$ cat config.mk
export PLATFORM = sky130hd
export DESIGN_NAME = fifo_uart_tx
export DESIGN_NICKNAME = d
export VERILOG_FILES = /design/src/rtl/fifo_uart_tx.sv
export SDC_FILE = /design/constraint.sdc
export NUM_CORES = 1
export LEC_CHECK = 0
export ABC_AREA = 1
export CORE_ASPECT_RATIO = 0.6
export CORE_UTILIZATION = 54
export CTS_CLUSTER_DIAMETER = 200
export DETAILED_ROUTE_END_ITERATION = 8
export GPL_TIMING_DRIVEN = 1
export PLACE_DENSITY = 0.77
export SLEW_MARGIN = 20
export SYNTH_ARGS = -nofsm -noshare
export SYNTH_HDL_FRONTEND = slang
export SYNTH_SLANG_ARGS = --single-unit
$ cat constraint.sdc
create_clock -name clk -period 1.8 [get_ports clk]
set_clock_uncertainty 0.05 [all_clocks]
set_input_delay 0.45 -clock clk [delete_from_list [all_inputs] [get_ports clk]]
set_output_delay 0.45 -clock clk [all_outputs]
set_load 0.02 [all_outputs]
$ cat src/rtl/fifo_uart_tx.sv
// UART transmitter that pops words from a look-ahead FIFO and serialises them as start, data (LSB first), optional parity and stop bits.
// Define FIFO_UART_TX_PARITY_EN to insert an even-parity bit between the data bits and the stop bits.
module fifo_uart_tx #(
    parameter int bits      = 8,
    parameter int baud_div  = 16,
    parameter int stop_bits = 1
) (
    input  logic            clk,
    input  logic            reset,
    input  logic            fifo_not_empty,
    input  logic [bits-1:0] data_in,
    input  logic            tx_ena,
    output logic            shift_out,
    output logic            tx,
    output logic            busy
);

    localparam int BAUD_W = $clog2(baud_div);
    localparam int BIT_W  = $clog2(bits + 1);

    localparam logic [BAUD_W-1:0] BAUD_LAST = BAUD_W'(baud_div - 1);
    localparam logic [BIT_W-1:0]  DATA_LAST = BIT_W'(bits - 1);
    localparam logic [BIT_W-1:0]  STOP_LAST = BIT_W'(stop_bits - 1);

`ifdef FIFO_UART_TX_PARITY_EN
    typedef enum logic [2:0] {IDLE, START, DATA, PARITY, STOP} state_t;
    logic parity_bit;
`else
    typedef enum logic [2:0] {IDLE, START, DATA, STOP} state_t;
`endif

    state_t            state;
    logic [BAUD_W-1:0] baud_cnt;
    logic [BIT_W-1:0]  bit_cnt;
    logic [bits-1:0]   shreg;
    logic              bit_end;
    logic              last_stop;
    logic              pop;

    assign bit_end   = (baud_cnt == '0);
    assign last_stop = (state == STOP) && bit_end && (bit_cnt == STOP_LAST);

    // The pop must coincide with the cycle the FIFO word is consumed, so it is
    // decoded from the current state and inputs rather than registered.
    assign pop       = !reset && tx_ena && fifo_not_empty && ((state == IDLE) || last_stop);
    assign shift_out = pop;

    // NOTE: every register here uses <= so all state advances together on the edge.
    always_ff @(posedge clk) begin
        if (reset) begin
            state    <= IDLE;
            tx       <= 1'b1;
            busy     <= 1'b0;
            baud_cnt <= '0;
            bit_cnt  <= '0;
            shreg    <= '0;
`ifdef FIFO_UART_TX_PARITY_EN
            parity_bit <= 1'b0;
`endif
        end else if (pop) begin
            state    <= START;
            tx       <= 1'b0;
            busy     <= 1'b1;
            baud_cnt <= BAUD_LAST;
            bit_cnt  <= '0;
            shreg    <= data_in;
`ifdef FIFO_UART_TX_PARITY_EN
            parity_bit <= ^data_in;
`endif
        end else if (state == IDLE) begin
            tx   <= 1'b1;
            busy <= 1'b0;
        end else if (!bit_end) begin
            baud_cnt <= baud_cnt - BAUD_W'(1);
        end else begin
            baud_cnt <= BAUD_LAST;
            case (state)
                START: begin
                    state   <= DATA;
                    tx      <= shreg[0];
                    shreg   <= shreg >> 1;
                    bit_cnt <= '0;
                end
                DATA: begin
                    if (bit_cnt == DATA_LAST) begin
`ifdef FIFO_UART_TX_PARITY_EN
                        state <= PARITY;
                        tx    <= parity_bit;
`else
                        state <= STOP;
                        tx    <= 1'b1;
`endif
                        bit_cnt <= '0;
                    end else begin
                        bit_cnt <= bit_cnt + BIT_W'(1);
                        tx      <= shreg[0];
                        shreg   <= shreg >> 1;
                    end
                end
`ifdef FIFO_UART_TX_PARITY_EN
                PARITY: begin
                    state   <= STOP;
                    tx      <= 1'b1;
                    bit_cnt <= '0;
                end
`endif
                STOP: begin
                    // Final stop cycle without a pop falls back to IDLE.
                    if (bit_cnt == STOP_LAST) begin
                        state    <= IDLE;
                        busy     <= 1'b0;
                        tx       <= 1'b1;
                        baud_cnt <= '0;
                        bit_cnt  <= '0;
                    end else begin
                        bit_cnt <= bit_cnt + BIT_W'(1);
                    end
                end
                default: begin
                    state <= IDLE;
                    tx    <= 1'b1;
                    busy  <= 1'b0;
                end
            endcase
        end
    end

endmodule

# Yosys cells after proc, flatten, opt, wreduce, memory -nomap -nowiden
# Cells that the tools add are included.
dict set report totals {
  ff_bits 21
  latch_bits 0
  mem_bits_rw 0
  romBits 0
  input_bits 12
  out_inout_bits 3
  word_cells 74
  n_memories 0
}
dict set report classes {
  n_addsub 2
  mul 0
  n_div 0
  order_cmp 0
  eq_ne 12
  shifts 0
  muxes 30
  bitwise 1
  n_reduce_logical 22
}
# op n
set op_table {}
lappend op_table {{$mux W8} 4}
lappend op_table {{$mux W4} 7}
lappend op_table {{$pmux W8 S2} 1}
lappend op_table {{$mux W1} 12}
lappend op_table {{$pmux W4 S3} 1}
lappend op_table {{$reduce_and A4 Y1} 3}
lappend op_table {{$pmux W3 S3} 1}
lappend op_table {{$reduce_bool A3 Y1} 3}
lappend op_table {{$logic_not A4 Y1} 2}
lappend op_table {{$eq A3 B2 Y1 const B} 2}
lappend op_table {{$mux W3} 2}
lappend op_table {{$ne A3 B3 Y1 const B} 2}
lappend op_table {{$reduce_and A3 Y1} 2}
lappend op_table {{$logic_and A1 B1 Y1} 5}
lappend op_table {{$add A4 B1 Y4 const B} 1}
lappend op_table {{$eq A4 B3 Y1 const B} 1}
lappend op_table {{$ne A2 B2 Y1 const B} 2}
lappend op_table {{$ne A4 B2 Y1 const B} 1}
lappend op_table {{$reduce_or A2 Y1} 2}
lappend op_table {{$sub A4 B1 Y4 const B} 1}
lappend op_table {{$eq A3 B1 Y1 const B} 1}
lappend op_table {{$logic_not A3 Y1} 1}
lappend op_table {{$ne A3 B1 Y1 const B} 1}
lappend op_table {{$ne A3 B2 Y1 const B} 1}
lappend op_table {{8 further kinds} 8}

# Depth between registers and ports, before layout
# Gate-level depths: netlist of the first run.
dict set report depth {
  depth_word 7
  ltp_mapped 11
  mapped_depth_nobuf 10
}

# Worst setup path before layout of the first run
# OpenSTA, ideal clock, no wires.
dict set report synth_path {
  path_kind {reg-to-output}
  start {reg baud_cnt[0]}
  end {out shift_out}
  arrival_time_ns 1.152
  required_time_ns 1.300
  slack_ns 0.148
  path_stages_with_launch 7
  path_buffers 0
  cell_sequence {dfxtp_1 inv_1 ha_1 nand3_4 o21bai_4 nand2_4 inv_2}
}
dict set report synth_via {
  elab_chain_cells 5
}
# item line
set synth_lines {}
lappend synth_lines {{from (decl)} 33} ;# logic [BAUD_W-1:0] baud_cnt;
lappend synth_lines {{from (signal assigned)} 74} ;# baud_cnt <= baud_cnt - BAUD_W'(1);
lappend synth_lines {{$logic_not A4 Y1} 40} ;# assign bit_end = (baud_cnt == '0);
lappend synth_lines {{$logic_and A1 B1 Y1 (2 in series)} 41} ;# assign last_stop = (state == STOP) && bit_end && (bit_cnt == STOP_LAST);
lappend synth_lines {{$logic_or A1 B1 Y1} 45} ;# assign pop = !reset && tx_ena && fifo_not_empty && ((state == IDLE) || last_stop);
lappend synth_lines {{$logic_and A1 B1 Y1} 45}
lappend synth_lines {{to (decl)} 13} ;# output logic shift_out,
# No other way between the ends.

# Final worst setup path of the first run
# Same ends and word-level chain as after synthesis.

==> results of run 1 <==
## worst min-delay path by stage
stage	startpoint	end	cells past startpoint
global placement	shreg[7]	shreg[7]	2
detailed placement	shreg[7]	shreg[7]	2
finish	shreg[7]	shreg[7]	2
global route	shreg[7]	shreg[7]	2
CTS	shreg[7]	shreg[7]	2
floorplan	shreg[7]	shreg[7]	2
## power breakdown
group	internal (W)	total (W)	switching, W
registers	0.000451	0.000458	0.00000694
clock network	0.000195	0.000342	0.000147
logic	0.0000844	0.000175	0.0000903
total	0.000731	0.000975	0.000245
## area by class of cell
cell class	count	area, µm²	share of cell area
clock buffer	4	55.05	0.03259
inverter	29	108.9	0.06444
multi-input combinational	131	772.0	0.4570
sequential	20	409.1	0.2422
tap	30	37.54	0.02222
timing repair buffer	36	306.5	0.1815
## registers in the layout, summed over array words and instances (netlist names)
signal and count:
state 2, shreg 8, bit_cnt 4, busy 1, baud_cnt 4, tx 1
## synthesized netlist by cell type, drive strengths merged
cell type,instances,area [µm²]
or2,1,6.260
a31oi,1,6.260
o21ai,10,61.31
a22oi,1,7.510
nand4,1,6.260
a21oi,10,53.80
xor2,1,8.760
a21boi,1,7.510
nand2,60,247.7
ha,8,100.1
dfxtp,20,400.4
nand3,8,62.56
a41oi,1,8.760
xnor2,1,8.760
nor2,24,105.1
clkbuf,1,7.510
o21bai,1,18.77
inv,29,108.9
a211oi,1,7.510
buf,2,18.77
o211ai,1,7.510
## per-stage QoR
step / instance area [µm²] / power, W
floorplan: 1260 / 0.0005619
global placement: 1554 / 0.0006298
detailed placement: 1554 / 0.0006360
CTS: 1664 / 0.0009849
global route: 1689 / 0.001022
finish: 1689 / 0.0009753
## layer usage
layer  GRT usage  wire length [µm]
met5           0                 0
met4     0.07222                21
met3     0.06105               122
met2      0.4763              1342
met1      0.3081              1388
## worst register-to-register path, delay by kind of cell, from the launching register on
| family | cells | cell delay [ns] |
|---|---|---|
| DFF | 1 | 0.34 |
| and+or+nand+nor | 5 | 0.56 |
| AOI/OAI and AO/OA | 1 | 0.11 |
| buffers and inverters | 3 | 0.40 |
| adders and majority gates | 1 | 0.14 |
## kinds of logic after synthesis
logic type | Yosys count | share of synthesized area
AND/OR/NAND/NOR | 94 | 0.3396
XOR/XNOR | 2 | 0.01391
AO/OA/AOI/OAI | 27 | 0.1420
adder cells (fa/ha/maj) | 8 | 0.07945
flip-flops | 20 | 0.3178
buffers and inverters | 32 | 0.1073
## what timing repair did
item / in CTS / in global routing
pin swaps: 5 / 1
endpoints found under the setup margin: 1 / 6
gates resized for setup: 26 / 4
setup buffers: 0 / 3
==> reports/qor.csv, run 1 <==
stage,metric,value,unit
status,outcome,"complete, but fails checks",
status,violations,setup timing,
timing,fmax,552.6,MHz
global_route,grt_max_degree,16,
critical_path,crit_cells,7,
cells_and_area,fin_cells,250,
timing,setup_viol,1,
place,dp.cells,243,
clock_tree,cts_made_buffers,3,
critical_path,rr_endpoint,shreg[4],
power_and_ir_drop,ir_worst_vdd,0.4155,mV
critical_path,crit_chain,"inv_2, ha_4, nand3_4, o21bai_4, nand2_4, inv_2, buf_6",
timing,whs,0.4203,ns
routing,vias_per_cell,4.860,
routing,dr.pass1.iters,4,
global_route,grt_pass1_wl,4809,µm
logic_synthesis,syn_area,1260,µm²
global_route,grt_pass1_vias,1080,
critical_path,reg2reg_setup_slack,0.11,ns
timing,timing.slew.headroom,0.7948,
cells_and_area,final_common_cell,nand2_1,
floorplan,core,2180,µm²
critical_path,reg2reg_from,baud_cnt[0],
logic_synthesis,yosysWarningCount,0,
hold_path,min_path_type,reg -> reg,
timing,finalSetupTns,-0.009667,ns
routing,wirelength,2875,µm
floorplan,rows,13,
critical_path,end_kind,output port,
routing,drc,0,
cells_and_area,num-fill-cells,161,
floorplan,io_pins,15,
place,pre_cts_ws,-0.5506,ns
place,dp_hpwl,2160,µm
logic_synthesis,ys_types,30,
critical_path,crit_fanout,2,
flow_run,cap_violations,0,
floorplan,initial_core_util,0.5781,
clock_tree,cts.sinks,20,
clock_tree,clk_pin_slew,0.07,ns
floorplan,die_w,64.36,µm
timing,postLayoutSetupSlackWorst,-0.009667,ns
critical_path,crit_start,baud_cnt[0],
timing,rsz0062_at_grt,true,
routing,initialDrtViolationCount,90,
place,io_buffers,14,
cells_and_area,drive_above_1_share,0.2591,
logic_synthesis,ys_seq_area_frac,0.3178,
global_route,grt_overflow,0,
routing,vias,1215,
clock_tree,clk-insertion-delay-late,0.26,ns
place,gp_congestion,0.8067,
critical_path,critical_path_class,reg -> out,
global_route,antenna_found_initial,0,
routing,routedWlPerCell,11.50,µm
logic_synthesis,avgSynthCellArea,6.885,µm²
clock_tree,hold_buffers,0,
clock_tree,clockBufferDepth,2,
global_route,grt.total_usage,0.2584,
critical_path,critPathCapture,shift_out,
cells_and_area,num_antenna_cells,0,
critical_path,cp_num_buf_inv,3,
timing,worstMarginPinSlew,0.3058,ns
floorplan,die-area,2537,µm²
clock_tree,cts_tree,yes,
logic_synthesis,ys_ff_latch,20,
floorplan,die_y,39.42,µm
logic_synthesis,synthCells,183,
logic_synthesis,syn_nets,203,
clock_tree,cts_max_level,1,
critical_path,critical-path-max-stage-delay,0.34,ns
clock_tree,cts-root-buf,clkbuf_8,
cells_and_area,areaGrowthSynthToFinish,34.06,%
critical_path,cp_slowest_cell,dfxtp_2,
routing,drtAntennaViolNets,0,
critical_path,worstPathRequired,1.30,ns
critical_path,rr_worst_depth,10,
cells_and_area,layout.nets,241,
power_and_ir_drop,p_leak,0.8422,nW
cells_and_area,finish.utilization,0.7750,
power_and_ir_drop,powerDensity,577.4,nW/µm²
critical_path,path_common_cell,inv_2,
timing,fin_crit,1.810,ns
timing,hold_viol_final,0,
critical_path,critical_path_arrival,1.31,ns
critical_path,critPathTopFamily,flip-flops,
critical_path,start_kind,flip-flop,
timing,period_share,1.005,
timing,final_max_slew_viol_count,0,
cells_and_area,final_cell_mix,"nand2_1, nor2_1, buf_4",
No activity file was read; power rests on OpenSTA's default activity.
==> inputs of run 2 (changes only) <==
Settings changed: CORE_UTILIZATION 54 to 40, PLACE_DENSITY 0.77 to unset.
==> run 2 against run 1 <==
The flow still finishes with violations (setup timing); first-iteration DRC count down 67%; register-to-register slack gained 0.04 ns; sequential share of layout area about the same; core utilization shrank 20 points; die area increased by 33%; clock power is 3% higher; sequential cell count stayed put; power up 0.15%; sequential power about the same; fmax increased by 0.52%; cell count up 4.4%; largest power group unchanged.
==> reports/qor.csv, run 2 (synthesis gave the netlist of run 1 again) <==
stage,metric,value,unit
status,outcome,"complete, but fails checks",
status,violations,setup timing,
global_route,grt_pass1_wl,4816,µm
critical_path,crit_fanout,4,
clock_tree,clk-insertion-delay-late,0.26,ns
power_and_ir_drop,p_leak,0.8307,nW
critical_path,rr_worst_depth,11,
floorplan,rows,15,
cells_and_area,largest_register_ffs,8,
routing,initialDrtViolationCount,30,
routing,vias,1204,
timing,hold_viol_final,0,
global_route,grt.total_usage,0.1950,
routing,vias_per_cell,4.613,
floorplan,initial_core_util,0.4303,
global_route,grt_max_degree,16,
cells_and_area,final-seq-area,410.4,µm²
place,dp_hpwl,2126,µm
routing,drc,0,
cells_and_area,top_register,shreg,
place,io_buffers,14,
critical_path,worstPathRequired,1.30,ns
timing,period_share,1.000,
clock_tree,cts_max_level,1,
cells_and_area,final_common_cell,nand2_1,
cells_and_area,multi_input_area,772.0,µm²
clock_tree,clk_pin_slew,0.08,ns
timing,timing.slew.headroom,0.6967,
power_and_ir_drop,powerDensity,576.6,nW/µm²
floorplan,die_w,74.46,µm
global_route,grt_overflow,0,
timing,setup_viol,1,
timing,fmax,555.5,MHz
timing,final_max_slew_viol_count,0,
timing,fin_crit,1.800,ns
timing,finalSetupTns,-0.0003275,ns
routing,dr.pass1.iters,4,
clock_tree,cts_tree,yes,
clock_tree,hold_buffers,0,
critical_path,critical_path_arrival,1.30,ns
cells_and_area,layout.nets,240,
floorplan,core,2928,µm²
floorplan,die-area,3386,µm²
cells_and_area,final_cell_mix,"nand2_1, nor2_1, inv_1, buf_4, dfxtp_1",
power_and_ir_drop,ir_worst_vdd,0.3323,mV
critical_path,start_kind,flip-flop,
cells_and_area,areaGrowthSynthToFinish,34.46,%
place,pre_cts_ws,-0.5393,ns
flow_run,cap_violations,0,
hold_path,whs_path_depth,2,
clock_tree,cts.sinks,20,
timing,worstMarginPinSlew,0.4501,ns
hold_path,min_path_type,reg -> reg,
clock_tree,cts-root-buf,clkbuf_8,
global_route,grt_pass1_vias,1101,
critical_path,end_kind,output port,
cells_and_area,drive_above_1_share,0.2557,
timing,rsz0062_at_grt,true,
place,gp_congestion,0.8334,
cells_and_area,reg_top3,"shreg: 8 flops, baud_cnt: 4 flops, bit_cnt: 4 flops",
cells_and_area,num-fill-cells,295,
clock_tree,cts_made_buffers,3,
critical_path,critical_path_class,reg -> out,
global_route,antenna_found_initial,0,
floorplan,die_y,45.48,µm
routing,wirelength,2907,µm
routing,drtAntennaViolNets,0,
clock_tree,clockBufferDepth,2,
routing,routedWlPerCell,11.14,µm
cells_and_area,num_antenna_cells,0,
timing,postLayoutSetupSlackWorst,-0.0003275,ns
floorplan,io_pins,15,
==> run 2: repair_timing <==
item	4_1_cts	5_1_grt
pin swaps	7	1
setup buffers	2	0
endpoints found under the setup margin	1	1
gates resized for setup	29	0
==> run 2: routing by layer <==
| metal | wire length, µm | part of all wire | global-route usage | vias up |
|---|---|---|---|---|
| met3 | 190 | 0.065 | 0.04867 | 6 |
| met1 | 1373 | 0.47 | 0.2477 | 533 |
| li1 | - | - | - | 638 |
| met4 | 42 | 0.014 | 0.07170 | 0 |
| met5 | 0 | 0 | 0 | - |
| met2 | 1302 | 0.45 | 0.3243 | 27 |
==> run 2: final timing paths <==
kind,from,endpoint,slack (ns)
min reg2reg,shreg[7],shreg[7],0.42
min,shreg[7],shreg[7],0.42
max reg2reg,state[0],shreg[1],0.15
max,state[0],shift_out,-0.0003
==> run 2: layout make-up <==
type | instances | area share
flip-flops and latches | 20 | 0.2422
well taps | 42 | 0.03102
repair buffers | 35 | 0.1743
inverters | 29 | 0.06425
clock buffers | 4 | 0.03250
multi-input cells | 131 | 0.4557
==> run 2: stage by stage <==
stage	hold WS [ns]	total power (W)	instances	cell area [µm²]	util
2_1_floorplan	0.3830	0.0005619	183	1260	-
3_3_place_gp	0.4004	0.0006293	255	1569	0.5359
3_5_place_dp	0.4080	0.0006341	255	1569	0.5359
4_1_cts	0.4213	0.0009947	261	1694	0.5786
5_1_grt	0.4688	0.001019	261	1694	0.5786
6_report	0.4194	0.0009768	261	1694	0.5786
==> run 2: report_power, final <==
group	total (W)	switching [W]	internal, W
registers	0.000457	0.00000633	0.000451
clock network	0.000352	0.000157	0.000195
logic	0.000168	0.0000872	0.0000810
total	0.000977	0.000250	0.000727
==> run 2: worst max-delay path: stages, from the launching register on <==
cell and delay, ns:
dfxtp_4 0.38, inv_1 0.06, ha_2 0.19, o21bai_4 0.19, nand2_4 0.07, inv_2 0.04, buf_6 0.12
==> inputs of run 3 (changes only) <==
Settings changed: CORE_UTILIZATION 40 to 48, CTS_CLUSTER_DIAMETER 200 to 150, PLACE_DENSITY set to 0.7.
==> run 3 against run 2 <==
The flow now finishes without violations; clock-buffer cell count fell by 1; design area fell by 0.81%; cell count fell by 4.2%; power fell by 4.8%; die area fell by 16%; sequential power barely moved; sequential cell count did not move; critical path depth did not move; first-iteration DRC count rose by 17%; wire length fell by 2.3%; critical path type is now in -> out; critical endpoint unchanged; largest cell class unchanged; largest power group unchanged.
==> reports/qor.csv, run 3 (synthesis gave the netlist of run 1 again) <==
stage,metric,value,unit
status,outcome,finished clean,
routing,dr.pass1.iters,4,
cells_and_area,stdcell_area,1680,µm²
cells_and_area,top_register,shreg,
floorplan,die_w,68.14,µm
power_and_ir_drop,power,0.0009297,W
floorplan,initial_core_util,0.5455,
timing,hold_viol_final,0,
clock_tree,cts_tree,yes,
global_route,grt_max_degree,16,
timing,finalSetupTns,0,ns
place,pre_cts_ws,-0.5433,ns
floorplan,die_y,41.69,µm
routing,wirelength,2840,µm
clock_tree,clockBufferDepth,2,
power_and_ir_drop,ir_worst_vdd,0.4435,mV
floorplan,rows,13,
global_route,grt_pass1_vias,1189,
global_route,grt_overflow,0,
routing,initialDrtViolationCount,35,
hold_path,min_path_type,reg -> reg,
flow_run,cap_violations,0,
critical_path,worstPathRequired,1.30,ns
timing,worstMarginPinSlew,0.2827,ns
clock_tree,clk_pin_slew,0.08,ns
routing,drtAntennaViolNets,0,
floorplan,io_pins,15,
timing,postLayoutSetupSlackWorst,0.007410,ns
cells_and_area,num_antenna_cells,0,
timing,timing.slew.headroom,0.8103,
critical_path,critical_path_class,in -> out,
clock_tree,hold_buffers,0,
critical_path,crit_fanout,2,
clock_tree,cts_max_level,1,
cells_and_area,layout.nets,242,
hold_path,whs_path_depth,2,
power_and_ir_drop,powerDensity,553.3,nW/µm²
cells_and_area,reg_top3,"shreg: 8 flops, baud_cnt: 4 flops, bit_cnt: 4 flops",
routing,drc,0,
place,io_buffers,14,
floorplan,core,2310,µm²
place,gp_congestion,0.8073,
cells_and_area,final_common_cell,nand2_1,
power_and_ir_drop,p_leak,0.8298,nW
critical_path,critical_path_arrival,1.29,ns
critical_path,start_kind,input port,
floorplan,die-area,2840,µm²
place,dpl_cell_area,1569,µm²
cells_and_area,areaGrowthSynthToFinish,33.37,%
global_route,antenna_found_initial,0,
timing,fmax,557.9,MHz
cells_and_area,largest_register_ffs,8,
routing,routedWlPerCell,11.36,µm
cells_and_area,final_cell_mix,"nand2_1, buf_4, nor2_1",
clock_tree,cts.sinks,20,
routing,vias,1207,
global_route,grt_pass1_wl,5050,µm
global_route,grt.total_usage,0.2352,
critical_path,rr_worst_depth,10,
clock_tree,clk-insertion-delay-late,0.26,ns
place,dp_hpwl,2168,µm
critical_path,end_kind,output port,
timing,rsz0062_at_grt,true,
timing,fin_crit,1.793,ns
timing,final_max_slew_viol_count,0,
routing,vias_per_cell,4.828,
cells_and_area,drive_above_1_share,0.2591,
timing,setup_viol,0,
clock_tree,cts_made_buffers,3,
clock_tree,cts-root-buf,clkbuf_8,
timing,period_share,0.9959,
## run 3: critical path, stage by stage
cell             delay (ns)
clkdlybuf4s50_1        0.47
nand3_2                0.09
inv_2                  0.07
nand2_4                0.05
inv_2                  0.06
buf_6                  0.11
## run 3: cell type report
type	instances	area, µm²
Fill cell	195	629.4
Multi-Input combinational cell	131	772.0
Sequential cell	20	407.9
Clock buffer	3	41.29
Tap cell	30	37.54
Inverter	29	108.9
Timing Repair Buffer	37	312.8
## run 3: per-stage QoR
step,hold WS [ns],util,cells
after floorplan,0.3830,-,183
after CTS,0.4172,0.7243,249
after global placement,0.3967,0.6793,245
final,0.4194,0.7275,250
after detailed placement,0.4044,0.6793,245
after global routing,0.4288,0.7275,250
## run 3: path summary, 6_finish.rpt
| check | slack, ns | end | from |
|---|---|---|---|
| max | 0.007 | shift_out | tx_ena |
| min | 0.42 | shreg[7] | shreg[7] |
| max reg2reg | 0.13 | shreg[0] | state[1] |
| min reg2reg | 0.42 | shreg[7] | shreg[7] |
## run 3: where the power goes
part | switching [W] | internal [W]
Combinational | 0.0000888 | 0.0000842
Sequential | 0.00000678 | 0.000453
Clock | 0.000148 | 0.000149
Total | 0.000244 | 0.000686
## run 3: repair_timing
item | CTS | global route
pin swaps | 4 | 1
buffers inserted | 1 | 1
setup endpoints to repair | 1 | 2
gates resized for setup | 25 | 2
## run 3: per-layer routing
metal,vias up,wire (µm),global-route usage
li1,641,-,-
met1,547,1453,0.3064
met2,13,1272,0.3784
met3,6,72,0.06044
met4,0,41,0.06667
met5,-,0,0
